### src/rtl/vga_hvsync_generator.sv
// rtl/vga_hvsync_generator.sv - VGA raster timing generator (sync, blanking, beam position)
module vga_hvsync_generator #(
   parameter int H_DISPLAY = 640,
   parameter int H_FRONT   = 16,
   parameter int H_SYNC    = 96,
   parameter int H_BACK    = 48,
   parameter int V_DISPLAY = 480,
   parameter int V_FRONT   = 10,
   parameter int V_SYNC    = 2,
   parameter int V_BACK    = 33
) (
   input  logic       clk,
   input  logic       rst_n,
   output logic       hsync,
   output logic       vsync,
   output logic       display_on,
   output logic [9:0] hpos,
   output logic [9:0] vpos
);

   // Line and frame geometry, all in the 10-bit counter domain.
   localparam int H_TOTAL = H_DISPLAY + H_FRONT + H_SYNC + H_BACK;
   localparam int V_TOTAL = V_DISPLAY + V_FRONT + V_SYNC + V_BACK;

   localparam logic [9:0] H_MAX    = 10'(H_TOTAL - 1);
   localparam logic [9:0] V_MAX    = 10'(V_TOTAL - 1);
   localparam logic [9:0] H_VIS    = 10'(H_DISPLAY);
   localparam logic [9:0] V_VIS    = 10'(V_DISPLAY);
   localparam logic [9:0] HS_START = 10'(H_DISPLAY + H_FRONT);
   localparam logic [9:0] HS_END   = 10'(H_DISPLAY + H_FRONT + H_SYNC - 1);
   localparam logic [9:0] VS_START = 10'(V_DISPLAY + V_FRONT);
   localparam logic [9:0] VS_END   = 10'(V_DISPLAY + V_FRONT + V_SYNC - 1);

   logic [9:0] hpos_q, hpos_d;
   logic [9:0] vpos_q, vpos_d;
   logic       hsync_q, hsync_d;
   logic       vsync_q, vsync_d;
   logic       h_wrap;
   logic       v_wrap;

   // Next beam position: hpos free-runs, vpos steps only on the hpos wrap.
   always_comb begin
      h_wrap = (hpos_q == H_MAX);
      v_wrap = (vpos_q == V_MAX);
      hpos_d = hpos_q + 10'd1;
      vpos_d = vpos_q;
      if (h_wrap) begin
         hpos_d = 10'd0;
         if (v_wrap) begin
            vpos_d = 10'd0;
         end else begin
            vpos_d = vpos_q + 10'd1;
         end
      end
   end

   // Sync levels are decoded from the next position so the registered
   // pulses line up with the coordinates they belong to (no lag).
   always_comb begin
      hsync_d = 1'b1;
      vsync_d = 1'b1;
      if ((hpos_d >= HS_START) && (hpos_d <= HS_END)) begin
         hsync_d = 1'b0;
      end
      if ((vpos_d >= VS_START) && (vpos_d <= VS_END)) begin
         vsync_d = 1'b0;
      end
   end

   // Beam and sync registers; reset parks the beam at (0,0) with syncs idle.
   always_ff @(posedge clk) begin
      if (!rst_n) begin
         hpos_q  <= 10'd0;
         vpos_q  <= 10'd0;
         hsync_q <= 1'b1;
         vsync_q <= 1'b1;
      end else begin
         hpos_q  <= hpos_d;
         vpos_q  <= vpos_d;
         hsync_q <= hsync_d;
         vsync_q <= vsync_d;
      end
   end

   assign hpos       = hpos_q;
   assign vpos       = vpos_q;
   assign hsync      = hsync_q;
   assign vsync      = vsync_q;
   assign display_on = (hpos_q < H_VIS) && (vpos_q < V_VIS);

endmodule

### config.mk
export PLATFORM = sky130hd
export DESIGN_NAME = vga_hvsync_generator
export DESIGN_NICKNAME = d
export VERILOG_FILES = /design/src/rtl/vga_hvsync_generator.sv
export SDC_FILE = /design/constraint.sdc
export NUM_CORES = 1
export LEC_CHECK = 0
export BUFFER_PORTS_ARGS = -buffer_cell sky130_fd_sc_hd__buf_4
export CORE_MARGIN = 4
export CORE_UTILIZATION = 53
export CTS_BUF_LIST = sky130_fd_sc_hd__clkbuf_4 sky130_fd_sc_hd__clkbuf_8 sky130_fd_sc_hd__clkbuf_16
export DETAILED_ROUTE_END_ITERATION = 8
export PLACE_DENSITY = 0.77
export SLEW_MARGIN = 0
export SYNTH_ARGS = -nofsm -noshare
export SYNTH_HDL_FRONTEND = slang
export SYNTH_SLANG_ARGS = --single-unit
export TNS_END_PERCENT = 50
### constraint.sdc
create_clock -name clk -period 2.26 [get_ports clk]
set_input_delay 0.113 -clock clk [delete_from_list [all_inputs] [get_ports clk]]
set_output_delay 0.113 -clock clk [all_outputs]
set_load 0.02 [all_outputs]
### After elaboration in Yosys (flattened, before gate mapping)

Cells that the tools add are included.
W data, S select, Z words.

| word-level totals | value |
|---|---|
| word-level logic and storage cells | 22 |
| flip-flop bits (word level) | 22 |
| bits of input ports | 2 |
| output and inout port bits | 23 |

| cells by class | value |
|---|---|
| reduce and logical (&&, ||, !) cells | 3 |
| magnitude comparators | 6 |
| multiplexer cells | 5 |
| $add $sub $neg | 2 |
| eq/ne operators | 2 |

Operator list:

| kind | number |
|---|---|
| $mux W10 | 3 |
| $add A10 B1 Y10 const B | 2 |
| $eq A10 B10 Y1 const B | 2 |
| $ge A10 B10 Y1 const B | 1 |
| $ge A10 B9 Y1 const B | 1 |
| $le A10 B10 Y1 const B | 1 |
| $le A10 B9 Y1 const B | 1 |
| $lt A10 B10 Y1 const B | 1 |
| $lt A10 B9 Y1 const B | 1 |
| $logic_and A1 B1 Y1 | 3 |
| $mux W1 | 2 |

### Logic depth before layout (Yosys ltp)

Gate-level depths: netlist of the first run.

| logic depth | value |
|---|---|
| depth in word-level cells | 6 |
| mapped depth | 7 |
| mapped depth without buffers | 7 |

### Worst setup path after synthesis of the first run

OpenSTA, ideal clock, no wires.

| timing | value |
|---|---|
| path kind | register -> register |
| start | register hpos_q[5], in the netlist hpos[5] |
| end | register vsync_q, in the netlist vsync |
| clock period less this slack | 2.042 ns |
| cell stages (with the launch flop) | 7 |
| arrival | 1.911 ns |
| path buffers | 1 |
| setup slack | 0.218 ns |
| data required time | 2.129 ns |
| path through | dfxtp_1 buf_6 or4b_4 nor4_1 mux2i_1 nor4b_2 nand4_1 |

| between the ends | value |
|---|---|
| cells in the longest elaborated chain, start to end | 5 |
| elaborated cells on any way between the ends | 6 |
| those cells by class | 2 x order compare; 1 x eq/ne; 2 x mux; 1 x reduce/logical |

Ends and longest elaborated chain:

| what | line | source |
|---|---|---|
| start: declaration | 34 | `logic [9:0] hpos_q, hpos_d;` |
| start signal: assignment | 78 | `hpos_q <= hpos_d;` |
| $eq A10 B10 Y1 (*) | 43 | `h_wrap = (hpos_q == H_MAX);` |
| $mux W10 (*) | 47 | `if (h_wrap) begin` |
| $ge A10 B9 Y1 / $le A10 B9 Y1 (equally long branches) | 65 | `if ((vpos_d >= VS_START) && (vpos_d <= VS_END)) begin` |
| $logic_and A1 B1 Y1 (*) | 65 |  |
| $mux W1 (*) | 65 |  |
| end signal: assignment | 81 | `vsync_q <= vsync_d;` |
| end: declaration | 37 | `logic vsync_q, vsync_d;` |

Mark *: on every way between the ends. The rest lies on a longest branch, timed or not.
A chain may end at the register's enable or synchronous reset.

### Worst setup path in the final report of the first run

| timing | value |
|---|---|
| start | register hpos_q[9], in the netlist hpos[9] |
| end | register vsync_q, in the netlist vsync |

The elaborated chain is that of the path after synthesis.

==> impl_metrics.py, run 1 <==
metrics = {
    "outcome": {
        "outcome": "finished clean",
    },
    "clock_tree": {
        "cts_tree": "done",
        "path_clk_slew_ns": 0.12,
        "cts_post_setup_buffers_inserted": 0,
        "clock_sinks": 22,
        "insertion_delay_ns": 0.30,
        "clock-root-buffer": "clkbuf_4",
        "h-tree-depth": 1,
        "holdBufCountCts": 0,
        "clock_path_buffers": 2,
        "cts_inserted_buffers": 3,
        "ctsResizeCount": 0,
    },
    "cells_and_area": {
        "fill_cells": 209,
        "layout.cells.non_filler": 196,
        "area_delta_synth_final_pct": 18.3,
        "drive_gt1_share_pct": 22.6,
        "fin_util_pct": 65.8,
        "antenna_cells": 0,
        "fin_nets": 175,
    },
    "critical_path": {
        "critPathArrivalTime_ns": 2.28,
        "crit_path_end_kind": "flip-flop",
        "start_kind": "flip-flop",
        "cp_max_fo": 8,
        "critPathRequiredTime_ns": 2.45,
        "reg2reg_to": "vsync",
        "r2r_cells": 5,
        "r2r-start": "hpos[9]",
        "critical_path_class": "flip-flop to flip-flop",
        "r2r_slack_ns": 0.17,
    },
    "routing": {
        "antenna_left": 0,
        "wirelength_um": 2750,
        "vias": 1102,
        "wl_per_cell_um": 14.1,
        "dr.pass1.iters": 4,
        "drc_errors": 0,
        "drt_iter0_markers": 33,
        "via_per_inst": 5.62,
    },
    "timing": {
        "maxSlewViolCount": 0,
        "fin_setup_tns_ns": 0,
        "max_freq_mhz": 478,
        "relSlewSlack_pct": 77.1,
        "post-route-period-util_pct": 92.7,
        "period_minus_slack_ns": 2.09,
        "final-hold-violation-count": 0,
        "fin_skew_ns": 0.00464,
        "tightest_slew_ns": 0.340,
        "setup_ws_ns": 0.166,
        "rsz0062_at_grt": "false",
        "setup_viol": 0,
    },
    "synthesis": {
        "async_flop_share_pct": 0,
        "yosysWarnings": 0,
        "synth_fa_ha_area_share_pct": 4.07,
        "yosys_register_bits": 22,
        "synthXorXnorAreaFrac_pct": 7.11,
        "ys_seq_area_share_pct": 35.8,
        "synthSimpleGateAreaFrac_pct": 35.0,
        "synth_compound_area_share_pct": 9.55,
        "ys_types": 39,
        "syn-num-nets": 149,
        "avgSynthCellArea_um2": 8.61,
        "synth_mux_area_share_pct": 2.44,
        "synthCells": 143,
        "synth_ff_type": "dfxtp_1",
        "synth-edff-count": 0,
        "synth_top_family_by_area": "simple AND/OR/NAND/NOR gates",
        "synth.cell_area_um2": 1230,
    },
    "place": {
        "dp_cells": 192,
        "port_buffers": 24,
        "dp_hpwl_um": 2050,
        "place.gp.congestion": 0.881,
        "pre_cts_ws_ns": 0.178,
    },
    "global_routing": {
        "grt_pass1_vias": 1024,
        "use_met2_pct": 28.7,
        "use_met1_pct": 23.5,
        "globalRouteTotalUtil_pct": 17.8,
        "antenna_found_initial": 0,
        "grt_max_degree": 18,
        "grtUsageMet3_pct": 3.02,
        "grt_first_pass_wirelength_um": 4530,
        "gr-total-overflow": 0,
        "top_usage_layer": "met2",
    },
    "flow_run": {
        "cap_violations": 0,
    },
    "worst_hold_path": {
        "holdPathEnd": "hpos[9]",
        "hp-class": "input port to flip-flop",
        "min-delay-start": "rst_n",
        "holdPathStages": 2,
    },
    "power": {
        "p_leak_uw": 0.000569,
        "peakVddDrop_v": 0.000332,
        "p_per_area_nw_per_um2": 442,
    },
    "floorplan": {
        "die_h_um": 56.2,
        "ios": 25,
        "initial_core_util_pct": 55.7,
        "coreArea_um2": 2210,
        "rows": 17,
        "dieArea_um2": 3160,
        "dieWidth_um": 56.2,
    },
}
==> sequential cells by signal (all words and copies together), names as in the netlist <==
name   cells
vsync      1
hpos      10
hsync      1
vpos      10
==> final cells by class <==
cell class | instances | area (um^2) | share of cell area, %
Tap cell | 28 | 35.0 | 2.41
Multi-Input combinational cell | 109 | 716 | 49.1
Clock buffer | 4 | 36.3 | 2.49
Inverter | 5 | 18.8 | 1.29
Sequential cell | 22 | 440 | 30.2
Timing Repair Buffer | 28 | 210 | 14.4
==> cells by family (layout without fill, tap and decap cells) <==
logic type	Yosys count	in the layout
xor gates and xnor gates	10	10
AOI/OAI and AO/OA	17	17
muxes	3	3
and+or+nand+nor	75	75
DFF	22	22
buffers and inverters	12	37
adders and majority gates	4	4
==> per-layer routing <==
metal / up-vias / share of wire [%]
li1: 554 / -
met2: 32 / 48
met4: 0 / 0.65
met3: 2 / 4.5
met1: 514 / 47
met5: - / 0
==> worst max-delay path, stage by stage (launching register included) <==
cell and delay, ns:
dfxtp_1 0.47, or4b_4 0.53, nor4_1 0.35, mux2i_1 0.25, nor4b_2 0.25, nand4_1 0.12
==> how the worst max path moves through the flow <==
stage	start	endpoint	slack [ns]	cells after the start
after global placement	hpos[9]	vsync	0.31	5
after global routing	hpos[0]	vpos[8]	0.03	6
final	hpos[9]	vsync	0.17	5
after CTS	hpos[9]	vsync	0.17	5
after detailed placement	hpos[9]	vsync	0.18	5
after floorplan	hpos[5]	vsync	0.22	6
==> through the flow <==
stage | hold slack, ns | power [uW] | instance area, um^2
2_1_floorplan | 0.241 | 423 | 1230
3_3_place_gp | 0.462 | 436 | 1420
3_5_place_dp | 0.467 | 437 | 1420
4_1_cts | 0.137 | 654 | 1460
5_1_grt | 0.136 | 671 | 1460
6_report | 0.144 | 644 | 1460
==> power breakdown <==
group	internal (uW)	switching [uW]	leakage (uW)
clock network	98.2	118	0.0000210
logic	12.7	16.4	0.000370
registers	392	6.64	0.000178
==> synthesized netlist by cell type (all sizes together), types with 4 or more instances <==
| cell type | number | share of area [%] |
|---|---|---|
| xnor2 | 6 | 4.3 |
| o21ai | 4 | 1.6 |
| dfxtp | 22 | 36 |
| buf | 5 | 4.0 |
| nand2 | 14 | 4.3 |
| inv | 5 | 1.5 |
| xor2 | 4 | 2.8 |
| nand4 | 7 | 3.6 |
| ha | 4 | 4.1 |
| nor2b | 6 | 3.0 |
| nor3 | 4 | 1.6 |
| nand3 | 9 | 3.7 |
| and2 | 6 | 3.0 |
| nor2 | 13 | 4.0 |
==> layout by cell type, fill, tap and decap left out, types with 4 or more instances in the layout <==
master,n
and2_1,6
buf_4,28
dfxtp_1,22
ha_1,4
inv_1,5
nand2_1,14
nand3_1,9
nand4_1,7
nor2_1,13
nor2b_1,6
nor3_1,4
o21ai_0,4
xnor2_1,6
xor2_1,4
(Power assumes the default switching activity.)
==> run 2, diff against run 1 <==
BUFFER_PORTS_ARGS = -buffer_cell sky130_fd_sc_hd__buf_2   (was -buffer_cell sky130_fd_sc_hd__buf_4)
CORE_ASPECT_RATIO = 1.1   (was unset)
GPL_ROUTABILITY_DRIVEN = 0   (was unset)
==> run 2 against run 1 <==
Effect of this change: clock skew is 0.013 ns higher; sequential share of layout area grew 0.88 points; critical endpoint unchanged; via count grew 4.5%; critical path type unchanged; hold slack better by 0.021 ns; global-route usage up 2.3 points; power is 14% higher; largest cell class unchanged.
==> impl_metrics.py, run 2 (same netlist as run 1, synthesis figures left out) <==
metrics = {
    "routing": {
        "drt_iter0_markers": 51,
        "drc_errors": 0,
        "vias": 1152,
        "wirelength_um": 2800,
        "via_per_inst": 5.82,
        "dr.pass1.iters": 5,
        "wl_per_cell_um": 14.2,
        "antenna_left": 0,
    },
    "critical_path": {
        "r2r_cells": 5,
        "cpPeakStageDelay_ns": 0.53,
        "critPathArrivalTime_ns": 2.20,
        "r2r-start": "hpos[9]",
        "critPathRequiredTime_ns": 2.47,
        "critical_path_class": "flip-flop to flip-flop",
        "reg2reg_to": "vsync",
        "crit_path_end_kind": "flip-flop",
        "crit_end": "vsync",
        "crit_path_top_delay_cell": "or4b_4",
        "worstSetupStartpoint": "hpos[9]",
        "start_kind": "flip-flop",
        "cp_max_fo": 8,
        "cp_cell_sequence": "or4b_4 > nor4_1 > mux2i_1 > nor4b_2 > nand4_1",
        "r2r_slack_ns": 0.27,
    },
    "power": {
        "p_per_area_nw_per_um2": 518,
        "finalPower_uw": 733,
        "peakVddDrop_v": 0.000352,
        "p_leak_uw": 0.000571,
    },
    "timing": {
        "setup_viol": 0,
        "max_freq_mhz": 502,
        "rsz0062_at_grt": "false",
        "period_minus_slack_ns": 1.99,
        "fin_skew_ns": 0.0174,
        "final-hold-violation-count": 0,
        "tightest_slew_ns": 0.395,
        "post-route-period-util_pct": 88.1,
        "relSlewSlack_pct": 73.4,
        "fin_setup_tns_ns": 0,
        "maxSlewViolCount": 0,
    },
    "cells_and_area": {
        "fin_nets": 175,
        "seq_area_um2": 440,
        "mostFrequentLayoutCell": "buf_2",
        "multiInputGateArea_um2": 716,
        "fin_area_um2": 1420,
        "drive_gt1_share_pct": 22.6,
        "antenna_cells": 0,
        "final_cell_mix": "buf_2 (24), dfxtp_1 (22), nand2_1 (14)",
        "layout.cells.non_filler": 198,
        "fin_util_pct": 63.5,
        "fill_cells": 202,
        "area_delta_synth_final_pct": 14.9,
    },
    "global_routing": {
        "gr-total-overflow": 0,
        "grt_max_degree": 18,
        "grt_first_pass_wirelength_um": 4840,
        "antenna_found_initial": 0,
        "globalRouteTotalUtil_pct": 20.1,
        "grt_pass1_vias": 1095,
    },
    "place": {
        "dpl_cell_area_um2": 1360,
        "dp_hpwl_um": 2040,
        "port_buffers": 24,
        "dp_cells": 194,
    },
    "clock_tree": {
        "ctsResizeCount": 0,
        "cts_inserted_buffers": 3,
        "clock_sinks": 22,
        "clock-root-buffer": "clkbuf_4",
        "path_clk_slew_ns": 0.14,
        "cts_tree": "done",
        "cts_post_setup_buffers_inserted": 0,
        "clock_path_buffers": 2,
        "holdBufCountCts": 0,
        "insertion_delay_ns": 0.32,
        "h-tree-depth": 1,
    },
    "floorplan": {
        "dieArea_um2": 3160,
        "dieWidth_um": 54.0,
        "die_h_um": 58.6,
        "coreArea_um2": 2230,
        "ios": 25,
        "initial_core_util_pct": 55.2,
        "rows": 18,
    },
    "worst_hold_path": {
        "hp-class": "input port to flip-flop",
    },
    "outcome": {
        "outcome": "finished clean",
    },
    "flow_run": {
        "cap_violations": 0,
    },
}
## run 2: cell count changes in the layout (fill, tap and decap cells not counted)
cell       change
bufinv_16      +1
buf_2         +24
buf_4         -24
clkbuf_8       -1
## run 2: worst min path at each step
stage | depth (start not counted) | to | from | slack [ns]
2_1_floorplan | 1 | hpos[1] | rst_n | 0.24
3_3_place_gp | 1 | hpos[0] | hpos[0] | 0.46
3_5_place_dp | 1 | hpos[0] | hpos[0] | 0.50
4_1_cts | 3 | vpos[9] | rst_n | 0.16
5_1_grt | 2 | vpos[4] | rst_n | 0.18
6_report | 3 | vpos[9] | rst_n | 0.16
## run 2: per-stage QoR
stage	hold slack [ns]	setup slack, ns
2_1_floorplan	0.241	0.218
3_3_place_gp	0.462	0.344
3_5_place_dp	0.503	0.254
4_1_cts	0.160	0.253
5_1_grt	0.177	0.0690
6_report	0.165	0.268
## run 2: where the power goes
part	total, uW	switching [uW]	internal, uW
Sequential	399	6.28	392
Clock	308	129	179
Combinational	26.0	16.4	9.65
## run 2: worst max-delay path: cells and delay by family, from the launching register on
kind             cells  cell delay, ns
muxes                1            0.24
and+or+nand+nor      4            1.19
DFF                  1            0.46
## run 2: final cells by class
| type | instances | share of cell area (%) |
|---|---|---|
| clock inverter | 1 | 2.12 |
| clock buffer | 3 | 1.59 |
| tap | 30 | 2.65 |
| multi-input combinational | 109 | 50.6 |
| sequential | 22 | 31.1 |
| timing repair buffer | 28 | 10.6 |
| inverter | 5 | 1.33 |
## run 2: per-layer routing
layer | track usage, % | vias up | part of all wire (%)
li1 | - | 555 | -
met1 | 27.0 | 541 | 43
met2 | 31.7 | 52 | 48
met3 | 3.04 | 4 | 7.5
met4 | 8.39 | 0 | 1.4
met5 | 0 | - | 0
==> run 3, diff against run 2 <==
CORE_UTILIZATION = 48   (was 53)
CTS_CLUSTER_DIAMETER = 100   (was unset)
PLACE_DENSITY = 0.74   (was 0.77)
clock period = 1.7 ns   (was 2.26 ns; I/O delays follow)
==> run 3 against run 2 <==
Effect of this change: the run now ends with negative setup slack left; hold slack got worse by 0.034 ns; maximum frequency is 6.1% higher; clock-buffer cell count grew 1; cell area grew 19%; die area grew 8.9%; first-iteration DRC count is 7.8% lower; power is 17% higher; non-clock buffer count is 25 higher; clock skew is 0.012 ns lower; via count grew 6.3%; register-to-register slack worse by 0.45 ns; routed wire length up 20%; highest routed layer unchanged.
==> impl_metrics.py, run 3 (same netlist as run 1, synthesis figures left out) <==
metrics = {
    "outcome": {
        "outcome": "complete, but fails checks",
        "violations": "negative setup slack",
    },
    "clock_tree": {
        "insertion_delay_ns": 0.33,
        "cts_inserted_buffers": 3,
        "holdBufCountCts": 0,
        "h-tree-depth": 1,
        "clock_path_buffers": 2,
        "cts_tree": "done",
        "path_clk_slew_ns": 0.13,
        "clock-root-buffer": "clkbuf_4",
        "clock_sinks": 22,
    },
    "global_routing": {
        "antenna_found_initial": 0,
        "grt_max_degree": 18,
        "globalRouteTotalUtil_pct": 20.0,
        "grt_first_pass_wirelength_um": 5200,
        "gr-total-overflow": 0,
        "grt_pass1_vias": 1186,
    },
    "critical_path": {
        "start_kind": "flip-flop",
        "worstSetupStartpoint": "hpos[5]",
        "cpPeakStageDelay_ns": 0.36,
        "critPathArrivalTime_ns": 2.14,
        "crit_path_top_delay_cell": "dfxtp_2",
        "critPathRequiredTime_ns": 1.96,
        "cp_max_fo": 3,
        "r2r-start": "hpos[5]",
        "path_common_cell": "buf_4",
        "critical_path_class": "flip-flop to flip-flop",
        "crit_path_end_kind": "flip-flop",
        "cp_cell_sequence": "nor4b_2 > buf_4 > nand4_1 > buf_4 > or3_1 > a21boi_0",
    },
    "power": {
        "p_clk_share_pct": 32.9,
        "p_leak_uw": 0.000717,
        "peakVddDrop_v": 0.000514,
        "p_comb_share_pct": 6.1,
        "seqPwrFrac_pct": 61.0,
        "finalPower_uw": 855,
        "p_per_area_nw_per_um2": 508,
        "switchingPower_uw": 207,
        "p_int_uw": 648,
        "p_sw_share_pct": 24.2,
    },
    "timing": {
        "period_minus_slack_ns": 1.88,
        "setup_viol": 8,
        "hold_ws_ns": 0.130,
        "tightest_slew_ns": 0.378,
        "maxSlewViolCount": 0,
        "final-hold-violation-count": 0,
        "setup_ws_ns": -0.177,
        "relSlewSlack_pct": 74.6,
        "post-route-period-util_pct": 110,
        "fin_skew_ns": 0.00569,
        "max_freq_mhz": 533,
        "rsz0062_at_grt": "true",
    },
    "routing": {
        "wl_per_cell_um": 15.1,
        "wirelength_um": 3360,
        "drc_errors": 0,
        "antenna_left": 0,
        "drt_iter0_markers": 47,
        "vias": 1224,
        "dr.pass1.iters": 4,
        "via_per_inst": 5.49,
    },
    "place": {
        "dp_hpwl_um": 2480,
        "dp_cells": 218,
        "port_buffers": 24,
    },
    "flow_run": {
        "cap_violations": 0,
    },
    "cells_and_area": {
        "antenna_cells": 0,
        "final_cell_mix": "buf_4 (29), buf_2 (24), dfxtp_1 (15)",
        "fin_nets": 200,
        "layout.cells.non_filler": 223,
        "area_delta_synth_final_pct": 36.9,
        "mostFrequentLayoutCell": "buf_4",
        "drive_gt1_share_pct": 42.0,
    },
    "floorplan": {
        "initial_core_util_pct": 52.6,
        "coreArea_um2": 2340,
        "dieArea_um2": 3440,
        "rows": 18,
        "ios": 25,
        "die_h_um": 61.1,
        "dieWidth_um": 56.3,
    },
    "worst_hold_path": {
        "hp-class": "input port to flip-flop",
        "min-delay-start": "rst_n",
    },
}
[run 3: metal layers]
| metal | vias up | GRT usage, % | routed length [um] |
|---|---|---|---|
| li1 | 606 | - | - |
| met1 | 557 | 21.8 | 1300 |
| met2 | 49 | 36.7 | 1750 |
| met3 | 12 | 3.98 | 223 |
| met4 | 0 | 11.5 | 92 |
| met5 | - | 0 | 0 |
[run 3: worst paths after layout]
check / to / slack (ns) / cells after the start
setup / recovery: vpos[2] / -0.18 / 6
hold / removal: hpos[1] / 0.13 / 2
setup reg to reg: vpos[2] / -0.18 / 6
hold reg to reg: hpos[0] / 0.56 / 2
[run 3: power by group through the flow]
stage               Clock [uW]  Sequential [uW]  Combinational [uW]
floorplan                    0              545                16.1
finish                     281              522                52.4
detailed placement           0              534                53.4
global placement             0              533                51.7
global route               316              523                59.1
CTS                        287              522                53.6
[run 3: timing repair]
item,4_1_cts,5_1_grt
resized for setup,2,5
setup endpoints to repair,9,11
endpoints found under the hold margin,0,0
buffers inserted,0,1
pin swaps,1,5
[run 3: through the flow]
stage	worst slack [ns]	instance area [um^2]	utilization (%)	TNS [ns]
floorplan	-0.130	1290	-	-0.262
detailed placement	-0.162	1610	68.5	-0.489
global route	-0.225	1690	72.0	-1.10
finish	-0.177	1690	72.0	-0.548
CTS	-0.106	1650	70.4	-0.363
global placement	-0.106	1610	68.5	-0.258
[run 3: cell type report]
class	count	area, um^2
tap	30	37.5
clock buffer	4	30.0
inverter	5	18.8
multi-input combinational	109	800
timing repair buffer	53	338
sequential	22	462
fill	199	657
[run 3: critical path: cells and delay by family (launching register included)]
family	cells	cell delay, ns
and+or+nand+nor	3	0.88
buffers and inverters	2	0.40
AOI/OAI and AO/OA	1	0.16
DFF	1	0.36
